**src/rtl/keypad_debouncer_param_if.sv**
```systemverilog
// Purpose: keypad debouncer bus; groups the scanner inputs and debounced outputs.
// Signals:
//   key_valid  scanner reports a key down
//   key_code   scanned key code, meaningful only when key_valid=1
//   pulse      one-cycle strobe per confirmed press (and per repeat)
//   deb_code   code of the last confirmed key
//   held       high from press confirm until release confirm
// Modports: master drives scanner side (testbench/scanner), slave is the debouncer.
interface keypad_debouncer_param_if #(
   parameter int unsigned CODE_W = 4
);
   logic              key_valid;
   logic [CODE_W-1:0] key_code;
   logic              pulse;
   logic [CODE_W-1:0] deb_code;
   logic              held;

   modport master (
      output key_valid, key_code,
      input  pulse, deb_code, held
   );

   modport slave (
      input  key_valid, key_code,
      output pulse, deb_code, held
   );
endinterface

```
**src/rtl/keypad_debouncer_param.sv**
```systemverilog
// Purpose: keypad debouncer requiring both press and release to be stable for
// STABLE_CYCLES clocks; emits a one-cycle pulse with a latched code per press.
// Optional auto-repeat is built when the macro AUTO_REPEAT_EN is defined.
// Ports:
//   clk    system clock
//   reset  asynchronous active-low reset
//   bus    slave side of keypad_debouncer_param_if (key_valid/key_code in,
//          pulse/deb_code/held out, all outputs registered)
module keypad_debouncer_param #(
   parameter int unsigned CODE_W        = 4,
   parameter int unsigned STABLE_CYCLES = 16384,
   parameter int unsigned REPEAT_DELAY  = 6000000,
   parameter int unsigned REPEAT_RATE   = 1200000
) (
   input  logic                      clk,
   input  logic                      reset,
   keypad_debouncer_param_if.slave   bus
);

   localparam int unsigned CNT_W = $clog2(STABLE_CYCLES);
   localparam logic [CNT_W-1:0] CNT_LAST = CNT_W'(STABLE_CYCLES - 1);

   localparam logic [1:0] S_IDLE            = 2'd0;
   localparam logic [1:0] S_CONFIRM         = 2'd1;
   localparam logic [1:0] S_PRESSED         = 2'd2;
   localparam logic [1:0] S_RELEASE_CONFIRM = 2'd3;

   // Elaboration-time parameter sanity; repeat intervals below 2 would allow back-to-back pulses.
   if (STABLE_CYCLES < 2) begin : g_bad_stable
      $error("STABLE_CYCLES must be >= 2");
   end
   if (REPEAT_DELAY < 2 || REPEAT_RATE < 2) begin : g_bad_repeat
      $error("REPEAT_DELAY and REPEAT_RATE must be >= 2");
   end

   logic [1:0]        state_q, state_d;
   logic [CNT_W-1:0]  cnt_q, cnt_d;
   logic [CODE_W-1:0] sample_q, sample_d;
   logic [CODE_W-1:0] deb_code_q, deb_code_d;
   logic              held_q, held_d;
   logic              pulse_q, pulse_d;
   logic              match_sample_c;
   logic              match_deb_c;

`ifdef AUTO_REPEAT_EN
   localparam int unsigned REP_MAX = (REPEAT_DELAY > REPEAT_RATE) ? REPEAT_DELAY : REPEAT_RATE;
   localparam int unsigned REP_W   = $clog2(REP_MAX);
   // Down-counter: cycles remaining until the next repeat pulse.
   logic [REP_W-1:0] rep_q, rep_d;
`endif

   assign match_sample_c = bus.key_valid && (bus.key_code == sample_q);
   assign match_deb_c    = bus.key_valid && (bus.key_code == deb_code_q);

   // State and datapath registers.
   always_ff @(posedge clk or negedge reset) begin
      if (!reset) begin
         state_q    <= S_IDLE;
         cnt_q      <= '0;
         sample_q   <= '0;
         deb_code_q <= '0;
         held_q     <= 1'b0;
         pulse_q    <= 1'b0;
`ifdef AUTO_REPEAT_EN
         rep_q      <= '0;
`endif
      end else begin
         state_q    <= state_d;
         cnt_q      <= cnt_d;
         sample_q   <= sample_d;
         deb_code_q <= deb_code_d;
         held_q     <= held_d;
         pulse_q    <= pulse_d;
`ifdef AUTO_REPEAT_EN
         rep_q      <= rep_d;
`endif
      end
   end

   // Next-state and output logic.
   always_comb begin
      state_d    = state_q;
      cnt_d      = cnt_q;
      sample_d   = sample_q;
      deb_code_d = deb_code_q;
      held_d     = held_q;
      pulse_d    = 1'b0;
`ifdef AUTO_REPEAT_EN
      rep_d      = rep_q;
`endif
      case (state_q)
         S_IDLE: begin
            if (bus.key_valid) begin
               sample_d = bus.key_code;
               cnt_d    = '0;
               state_d  = S_CONFIRM;
            end
         end
         S_CONFIRM: begin
            if (!match_sample_c) begin
               state_d = S_IDLE;
            end else if (cnt_q == CNT_LAST) begin
               state_d    = S_PRESSED;
               pulse_d    = 1'b1;
               deb_code_d = sample_q;
               held_d     = 1'b1;
`ifdef AUTO_REPEAT_EN
               rep_d      = REP_W'(REPEAT_DELAY - 1);
`endif
            end else begin
               cnt_d = cnt_q + CNT_W'(1);
            end
         end
         S_PRESSED: begin
            // A different code is treated as a release of the held key.
            if (!match_deb_c) begin
               cnt_d   = '0;
               state_d = S_RELEASE_CONFIRM;
            end
`ifdef AUTO_REPEAT_EN
            else if (rep_q == '0) begin
               pulse_d = 1'b1;
               rep_d   = REP_W'(REPEAT_RATE - 1);
            end else begin
               rep_d = rep_q - REP_W'(1);
            end
`endif
         end
         S_RELEASE_CONFIRM: begin
            // Repeat counter is frozen here so release glitches do not restart it.
            if (match_deb_c) begin
               state_d = S_PRESSED;
            end else if (cnt_q == CNT_LAST) begin
               state_d = S_IDLE;
               held_d  = 1'b0;
            end else begin
               cnt_d = cnt_q + CNT_W'(1);
            end
         end
         default: begin
            state_d = S_IDLE;
         end
      endcase
   end

   assign bus.pulse    = pulse_q;
   assign bus.deb_code = deb_code_q;
   assign bus.held     = held_q;

endmodule
```
**src/flat_wrapper.sv**
```systemverilog
// flat-port wrapper written by rule: the top's interface ports become plain ports
module keypad_debouncer_param_flat 
#(
   parameter int unsigned CODE_W        = 4,
   parameter int unsigned STABLE_CYCLES = 16384,
   parameter int unsigned REPEAT_DELAY  = 6000000,
   parameter int unsigned REPEAT_RATE   = 1200000
)
  (clk, reset, bus_key_valid, bus_key_code, bus_pulse, bus_deb_code, bus_held);
  keypad_debouncer_param_if #(.CODE_W(CODE_W)) bus_i ();
  input  logic clk;
  input  logic reset;
  input wire logic [$bits(bus_i.key_valid)-1:0] bus_key_valid;
  input wire logic [$bits(bus_i.key_code)-1:0] bus_key_code;
  output wire logic [$bits(bus_i.pulse)-1:0] bus_pulse;
  output wire logic [$bits(bus_i.deb_code)-1:0] bus_deb_code;
  output wire logic [$bits(bus_i.held)-1:0] bus_held;
  assign bus_i.key_valid = bus_key_valid;
  assign bus_i.key_code = bus_key_code;
  assign bus_pulse = bus_i.pulse;
  assign bus_deb_code = bus_i.deb_code;
  assign bus_held = bus_i.held;
  keypad_debouncer_param #(.CODE_W(CODE_W), .STABLE_CYCLES(STABLE_CYCLES), .REPEAT_DELAY(REPEAT_DELAY), .REPEAT_RATE(REPEAT_RATE)) u_core (.clk(clk), .reset(reset), .bus(bus_i));
endmodule
```
**config.mk**
```make
export PLATFORM = sky130hd
export DESIGN_NAME = keypad_debouncer_param_flat
export DESIGN_NICKNAME = d
export VERILOG_FILES = /design/src/rtl/keypad_debouncer_param_if.sv /design/src/rtl/keypad_debouncer_param.sv /design/src/flat_wrapper.sv
export SDC_FILE = /design/constraint.sdc
export NUM_CORES = 1
export LEC_CHECK = 0
export CAP_MARGIN = 20
export CORE_MARGIN = 1
export CORE_UTILIZATION = 55
export DETAILED_ROUTE_END_ITERATION = 10
export PLACE_DENSITY = 0.77
export SLEW_MARGIN = 20
export SYNTH_ARGS = -nofsm -noshare
export SYNTH_HDL_FRONTEND = slang
export SYNTH_SLANG_ARGS = --single-unit
```
**constraint.sdc**
```tcl
create_clock -name clk -period 3.5 [get_ports clk]
set_clock_uncertainty 0.1 [all_clocks]
set_input_delay 0.35 -clock clk [delete_from_list [all_inputs] [get_ports clk]]
set_output_delay 0.35 -clock clk [all_outputs]
set_load 0.1 [all_outputs]
```
After elaboration in Yosys (flattened, before gate mapping)

Index checks and enable logic that the tools add are counted.

Output and inout port bits: 6
Flip-flop bits (word level): 26
Bits of input ports: 7
Word-level logic and storage cells: 51

Equality and inequality tests: 14
Multiplexer cells: 21
Add/sub/neg operators: 1
Reductions and logical operators: 9

Operator list:

| kind                    | count |
|---|---|
| $mux W14                | 5 |
| $pmux W14 S4            | 1 |
| $add A14 B1 Y14 const B | 1 |
| $eq A14 B14 Y1 const B  | 1 |
| $mux W2                 | 6 |
| $eq A4 B4 Y1            | 2 |
| $pmux W2 S4             | 1 |
| $reduce_and A4 Y1       | 2 |
| $mux W1                 | 7 |
| $ne A2 B1 Y1 const B    | 3 |
| $ne A2 B2 Y1 const B    | 3 |
| $reduce_and A5 Y1       | 1 |
| $eq A2 B2 Y1 const B    | 2 |
| $ne A3 B1 Y1 const B    | 1 |
| $ne A3 B3 Y1 const B    | 1 |
| $reduce_and A3 Y1       | 1 |
| $eq A2 B1 Y1 const B    | 1 |
| $logic_and A1 B1 Y1     | 2 |
| $logic_not A2 Y1        | 1 |
| $pmux W1 S2             | 1 |
| $reduce_and A2 Y1       | 1 |
| $reduce_bool A2 Y1      | 1 |

Logic depth before layout (Yosys ltp)

Gate-level depths: netlist of the first run.

Depth in word-level cells: 4
Mapped depth: 9
Gate-level depth less buffers: 6

Worst setup path before layout of the first run

OpenSTA, ideal clock, no wires.

Kind: flip-flop to flip-flop
From: register u_core.deb_code_q[0] (netlist: u_core.bus.deb_code[0])
To: register u_core.cnt_q[0]
Cell stages (with the launch flop): 7
Buffers on the path: 0
Setup time: 87 ps
Clock period less this slack: 2429 ps
Path slack: 1071 ps
Arrival: 2243 ps
Required time: 3313 ps
Path through: dfrtp_1 -> xor2_1 -> nor3_1 -> nand4_1 -> o311ai_4 -> or4b_2 -> o211ai_1

Cells in the longest elaborated chain, start to end: 4
Elaborated cells on any way between the ends: 5
Those cells by class: 3 x eq/ne; 2 x reduce/logical

RTL lines:

| element                              | line                         | RTL |
|---|---|---|
| from (decl)                          | keypad_debouncer_param.sv:39 | `logic [CODE_W-1:0] deb_code_q, deb_code_d;` |
| from (signal assigned)               | keypad_debouncer_param.sv:71 | `deb_code_q <= deb_code_d;` |
| $eq A4 B4 Y1 *                       | keypad_debouncer_param.sv:53 | `assign match_deb_c = bus.key_valid && (bus.key_code == deb_code_q);` |
| $logic_and A1 B1 Y1 *                | keypad_debouncer_param.sv:53 |  |
| $ne A2 B2 Y1 (no source line)        | n/a                          |  |
| $reduce_and A4 Y1 (no source line) * | n/a                          |  |
| to (signal assigned)                 | keypad_debouncer_param.sv:69 | `cnt_q <= cnt_d;` |
| to (decl)                            | keypad_debouncer_param.sv:37 | `logic [CNT_W-1:0] cnt_q, cnt_d;` |

Every way passes the cells marked *; elsewhere a longest branch is shown, timed or not.
A chain may end at the register's enable or synchronous reset.

Final worst setup path of the first run

From: register u_core.state_q[0]
To: register u_core.deb_code_q[0] (netlist: u_core.bus.deb_code[0])

Cells in the longest elaborated chain, start to end: 2

RTL lines:

| element                            | line                         | RTL |
|---|---|---|
| from (decl)                        | keypad_debouncer_param.sv:36 | `logic [1:0] state_q, state_d;` |
| from (signal assigned)             | keypad_debouncer_param.sv:68 | `state_q <= state_d;` |
| $eq A2 B1 Y1                       | keypad_debouncer_param.sv:91 | `case (state_q)` |
| $reduce_and A3 Y1 (no source line) | n/a                          |  |

Every way passes these cells.

==> results.tsv, run 1 <==
metric	value	unit
Boundary Pins	13	
row count	18	
post-DP HPWL	2.127	mm
Peak Freq	363.3	MHz
WS Path Type	reg2reg	
worst slew pin tran	991.6	ps
vias in the first global route	1097	
DR pass1 iterations	4	
CTS root buffer	clkbuf_4	
clock period minus worst slack	2752	ps
Resize count post-CTS	0	
Yosys warnings	0	
Skew-Pair Late Insertion Delay	320	ps
Lkg Pwr	0.0006682	µW
Layout Nets	166	
Chip Width	53.24	µm
total wire length	2.902	mm
final std cells w/o fill	187	
Hold Fails Final Rpt	0	
Synth area leaders	dfrtp_1 45%, mux2_2 6.2%, nand2_1 4.4%	
postcts setup bufs	0	
CTS tree	done	
worst path bufs/invs	1	
Die Area	2834	µm²
Max-Slew Margin vs Limit	33.69	%
Seq cells post-synth	26	
initial antenna violation count	0	
area delta synth->final	12.91	%
Initial Utilization	58.28	%
total global routing overflow	0	
worst min path class	reg2reg	
fillers	206	
Required @ worst endpoint	3630	ps
Setup Viol. Count Final	0	
total internal power	461.5	µW
syn_area_per_cell	9.822	µm²
cell taking the most area after synthesis	dfrtp_1	
P_sw	153.1	µW
Cell Area, Synth	1444	µm²
area of the multi-input gates	742.0	µm²
logic gate share of total power	12.9	%
distinct cell type count after synthesis	38	
CP endpoint kind	flop	
unrepaired setup endpoints after global routing	false	
R2R setup slack	750	ps
Synth top area share	45.06	%
clk sinks	26	
run status	complete, no violations	
syn nets	155	
number of synthesized flops with an enable pin	0	
Antenna Nets Post-Route	0	
worst reg2reg endpoint	u_core.bus.deb_code[0]	
Worst Hold End	u_core.cnt_q[13]	
Die Height	53.24	µm
power share of the clock group	33.8	%
Final Max Slew Viols	0	
RePlAce Congestion	0.7930	
most frequent cell after synthesis	dfrtp_1	
ant diodes	0	
DRT iter0 DRCs	29	
worst-path fanout max	13	
Port Buf Inserts	12	
hold_buf cts	1	
Switching Share	24.91	%
worst vdd ir	276.1	µV
Most used DFF post-synth	dfrtp_1	
Pwr per Cell Area	377.0	nW/µm²
Final Cycle Share	78.64	%
Hold Path Stages	1	
post-synthesis sequential area ratio	45.06	%
clock slew at reported path FFs	140	ps
cts bufs inserted	3	
Seq pwr share	53.3	%
Worst path max stage delay	690	ps
synth cell count leaders	26 x dfrtp_1, 17 x nand2_1, 10 x o21ai_0	
largest net degree at the start of global routing	27	
max-cap viol count	0	
R2R depth	5	
register area	650.6	µm²
slowest stage cell on the critical path	dfrtp_1	
residual DRC count	0	
Gate Count Post-Synth	147	
GRT Total Usage	23.82	%
final setup TNS	0	ps
first-pass GRT wire length	4.788	mm
DR WL/cell	15.52	µm
vias per cell	6.251	
fraction of registers with async set/reset	100.0	%
crit path launch type	flop	
CP Cell Sequence	inv_1 > or2_1 > or3_1 > nor4_4 > mux2_2	
layout cell share with drive strength beyond 1	12.74	%
crit-path leading delay family	simple AND/OR/NAND/NOR gates	
worst flop-to-flop path startpoint	u_core.state_q[0]	
H-tree levels	1	
Inst Count DP	182	
Worst Path Arrival	2880	ps
Via Count	1169	
Longest Clk Path Bufs	2	
total core area	2477	µm²
hold path startpoint	u_core.cnt_q[13]	
## final cells by class
type / instances / area share, %
Clock buffer: 3 / 1.381
Tap cell: 30 / 2.302
Multi-Input combinational cell: 109 / 45.51
Clock inverter: 1 / 1.842
Inverter: 4 / 0.9210
Sequential cell: 26 / 39.91
Timing Repair Buffer: 14 / 8.135
## sequential cells by signal, summed over array words and instances, names as in the netlist
signal and cells:
u_core.cnt_q 14, u_core.bus.deb_code 4, u_core.sample_q 4, u_core.state_q 2, u_core.bus.held 1, u_core.bus.pulse 1
## power by group through the flow
stage	Sequential (µW)	Clock, µW	Combinational [µW]
2_1_floorplan	326	0	59.0
3_3_place_gp	332	0	78.5
3_5_place_dp	333	0	79.6
4_1_cts	328	209	80.6
5_1_grt	330	221	88.4
6_report	328	207	79.4
## cell families after synthesis
kind of cell,share of synthesized area [%]
simple gates,19.93
buf+inv,3.553
xor+xnor,4.853
mux,6.239
flops,45.06
compound gates,19.50
fa+ha+maj,0.8664
## stage by stage
stage / instance area (µm²) / utilization [%] / hold slack (ps) / setup slack, ps / power (µW)
4_1_cts: 1630 / 65.81 / 402.4 / 745.9 / 616.9
2_1_floorplan: 1444 / - / -45.59 / 1071 / 385.2
3_5_place_dp: 1568 / 63.28 / 277.2 / 784.3 / 413.1
3_3_place_gp: 1573 / 63.48 / 370.1 / 825.6 / 410.9
6_report: 1630 / 65.81 / 405.7 / 747.7 / 614.7
5_1_grt: 1630 / 65.81 / 429.5 / 608.5 / 639.5
## layout by cell type, fill, tap and decap left out, types with 2 or more instances in the layout
cell | netlist | routed
clkdlybuf4s50_1 | 0 | 11
inv_1 | 4 | 4
dfrtp_1 | 26 | 26
or3_1 | 3 | 3
clkbuf_4 | 0 | 3
o31ai_1 | 6 | 6
nand3_1 | 9 | 9
o41ai_1 | 2 | 2
a41oi_1 | 2 | 2
xnor2_1 | 5 | 5
nor2_1 | 6 | 6
a21oi_1 | 7 | 7
nor3_1 | 3 | 3
o21ai_0 | 10 | 10
mux2_2 | 8 | 8
a31oi_1 | 2 | 2
xor2_1 | 3 | 3
nand4_1 | 6 | 6
and3_1 | 2 | 2
o311ai_0 | 2 | 2
nand2_1 | 17 | 17
## how the worst max path moves through the flow
stage,start,to,slack (ps),cells after the start
floorplan,u_core.bus.deb_code[0],u_core.cnt_q[0],1070,6
CTS,u_core.state_q[0],u_core.bus.deb_code[0],750,5
global placement,u_core.state_q[0],u_core.bus.deb_code[2],830,5
detailed placement,u_core.state_q[0],u_core.bus.deb_code[3],780,5
global route,u_core.state_q[0],u_core.bus.deb_code[3],610,5
finish,u_core.state_q[0],u_core.bus.deb_code[0],750,5
## per-layer routing
metal / global-route usage [%] / vias to the layer above / share of wire (%)
met1: 28.80 / 563 / 44
met3: 4.598 / 4 / 4.6
met4: 10.96 / 0 / 1.5
met2: 40.21 / 34 / 50
met5: 0 / - / 0
li1: - / 568 / -
Note: power is estimated with default switching activity, not from simulation.
==> run 2: changes to the inputs <==
CORE_UTILIZATION = 51   (was 55)
PLACE_DENSITY = 0.75   (was 0.77)
clock period = 2.45 ns   (was 3.5 ns; I/O delays follow)
==> run 2 against run 1 <==
Net effect:
- combinational power is 81% higher
- non-clock buffer count rose by 11
- flip-flop and latch count did not move
- critical endpoint is now u_core.bus.deb_code[3]
- highest routed layer unchanged
==> results.tsv, run 2 (synthesized netlist as in run 1, its figures left out) <==
metric	value	unit
run status	complete, no violations	
Port Buf Inserts	12	
worst path bufs/invs	0	
ant diodes	0	
final setup TNS	0	ps
R2R setup slack	160	ps
area post-placement	1648	µm²
Worst Path Arrival	2410	ps
Final Max Slew Viols	0	
Initial Utilization	56.24	%
Final Cell Area	1670	µm²
Skew-Pair Late Insertion Delay	320	ps
crit-path leading delay family	simple AND/OR/NAND/NOR gates	
area delta synth->final	15.68	%
Largest register FFs	14	
register area	650.6	µm²
initial antenna violation count	0	
DR WL/cell	15.70	µm
final std cells w/o fill	197	
most common cell after layout, fill and taps aside	dfrtp_1	
total global routing overflow	0	
vias in the first global route	1240	
post-DP HPWL	2.300	mm
Inst Count DP	194	
worst slew pin tran	512.3	ps
Die Area	3048	µm²
area of the multi-input gates	742.0	µm²
CP endpoint kind	flop	
Resize count post-CTS	0	
max-cap viol count	0	
worst hold slack	179.0	ps
Worst path max stage delay	510	ps
Chip Width	55.21	µm
DR pass1 iterations	4	
fillers	220	
Antenna Nets Post-Route	0	
Longest Clk Path Bufs	2	
Layout Nets	177	
R2R depth	5	
CTS root buffer	clkbuf_4	
Setup Viol. Count Final	0	
residual DRC count	0	
crit path launch type	flop	
unrepaired setup endpoints after global routing	false	
hold_buf cts	0	
vias per cell	6.289	
clock period minus worst slack	2293	ps
cts bufs inserted	3	
Peak Freq	436.1	MHz
Die Height	55.21	µm
CTS tree	done	
DRT iter0 DRCs	44	
postcts setup bufs	0	
row count	18	
first-pass GRT wire length	5.478	mm
largest net degree at the start of global routing	27	
CP Cell Sequence	nand4_1 > or2_1 > or3_1 > nor4_4 > mux2_2	
clk sinks	26	
Required @ worst endpoint	2570	ps
Hold Fails Final Rpt	0	
total core area	2567	µm²
GRT Total Usage	22.29	%
RePlAce Congestion	0.8513	
worst min path class	in2async	
layout cell share with drive strength beyond 1	21.56	%
worst-path fanout max	5	
critical path depth	5	
clock slew at reported path FFs	130	ps
Lkg Pwr	0.0007215	µW
Pwr per Cell Area	468.9	nW/µm²
slowest stage cell on the critical path	or3_1	
Max-Slew Margin vs Limit	65.77	%
H-tree levels	1	
worst vdd ir	364.7	µV
commonest cells after routing, fill and taps aside	26 x dfrtp_1, 19 x buf_4, 17 x nand2_1	
WS Path Type	reg2reg	
total wire length	3.092	mm
Via Count	1239	
Boundary Pins	13	
Final Cycle Share	93.59	%
largest register by flop count	u_core.cnt_q	
-- run 2: cell count changes in the layout (fill, tap and decap cells not counted) --
cell | before | now
buf_2 | 1 | 0
buf_4 | 1 | 19
bufinv_16 | 1 | 0
clkdlybuf4s50_1 | 11 | 6
dlygate4sd3_1 | 1 | 0
-- run 2: per-stage QoR --
| stage | setup slack (ps) | util [%] | power [µW] |
|---|---|---|---|
| after floorplan | 20.58 | - | 550.3 |
| after global placement | 102.5 | 64.18 | 610.7 |
| after detailed placement | 86.15 | 64.18 | 615.7 |
| after CTS | 152.4 | 65.06 | 791.0 |
| after global routing | 11.74 | 65.06 | 824.0 |
| final | 157.0 | 65.06 | 783.3 |
-- run 2: layout make-up --
| class | count | area share, % |
|---|---|---|
| clock buffer | 3 | 1.348 |
| multi-input combinational | 109 | 44.42 |
| sequential | 26 | 38.95 |
| tap | 30 | 2.247 |
| timing repair buffer | 25 | 12.13 |
| inverter | 4 | 0.8989 |
-- run 2: layer usage --
metal  track usage (%)  wire, µm  up-vias
met5                 0         0        -
met4             9.643        64        0
met3             2.810       143        8
met2             38.38      1538       39
met1             28.01      1346      600
li1                  -         -      592
-- run 2: power by group --
part,switching [µW],leakage [µW],internal (µW)
combinational,78.3,0.000355,65.9
clock,120,0.0000138,57.6
sequential,16.8,0.000352,445
total,215,0.000721,569
-- run 2: worst reg2reg max path, cell delays in order (launching register included) --
cell and delay (ps):
dfrtp_1 420, nand4_1 190, or2_1 270, or3_1 510
nor4_4 330, mux2_2 380
-- run 2: final timing paths --
check | startpoint | end
max reg2reg | u_core.cnt_q[11] | u_core.bus.deb_code[3]
min | reset | u_core.cnt_q[10]
min in group clk | u_core.cnt_q[13] | u_core.cnt_q[13]
max in group asynchronous | reset | u_core.cnt_q[5]
max | u_core.cnt_q[11] | u_core.bus.deb_code[3]
min reg2reg | u_core.cnt_q[13] | u_core.cnt_q[13]
==> run 3: changes to the inputs <==
GPL_ROUTABILITY_DRIVEN = 0   (was default)
GPL_TIMING_DRIVEN = 1   (was default)
==> results of run 3 <==
The final DEF is identical to that of run 2; final timing and power are the same.
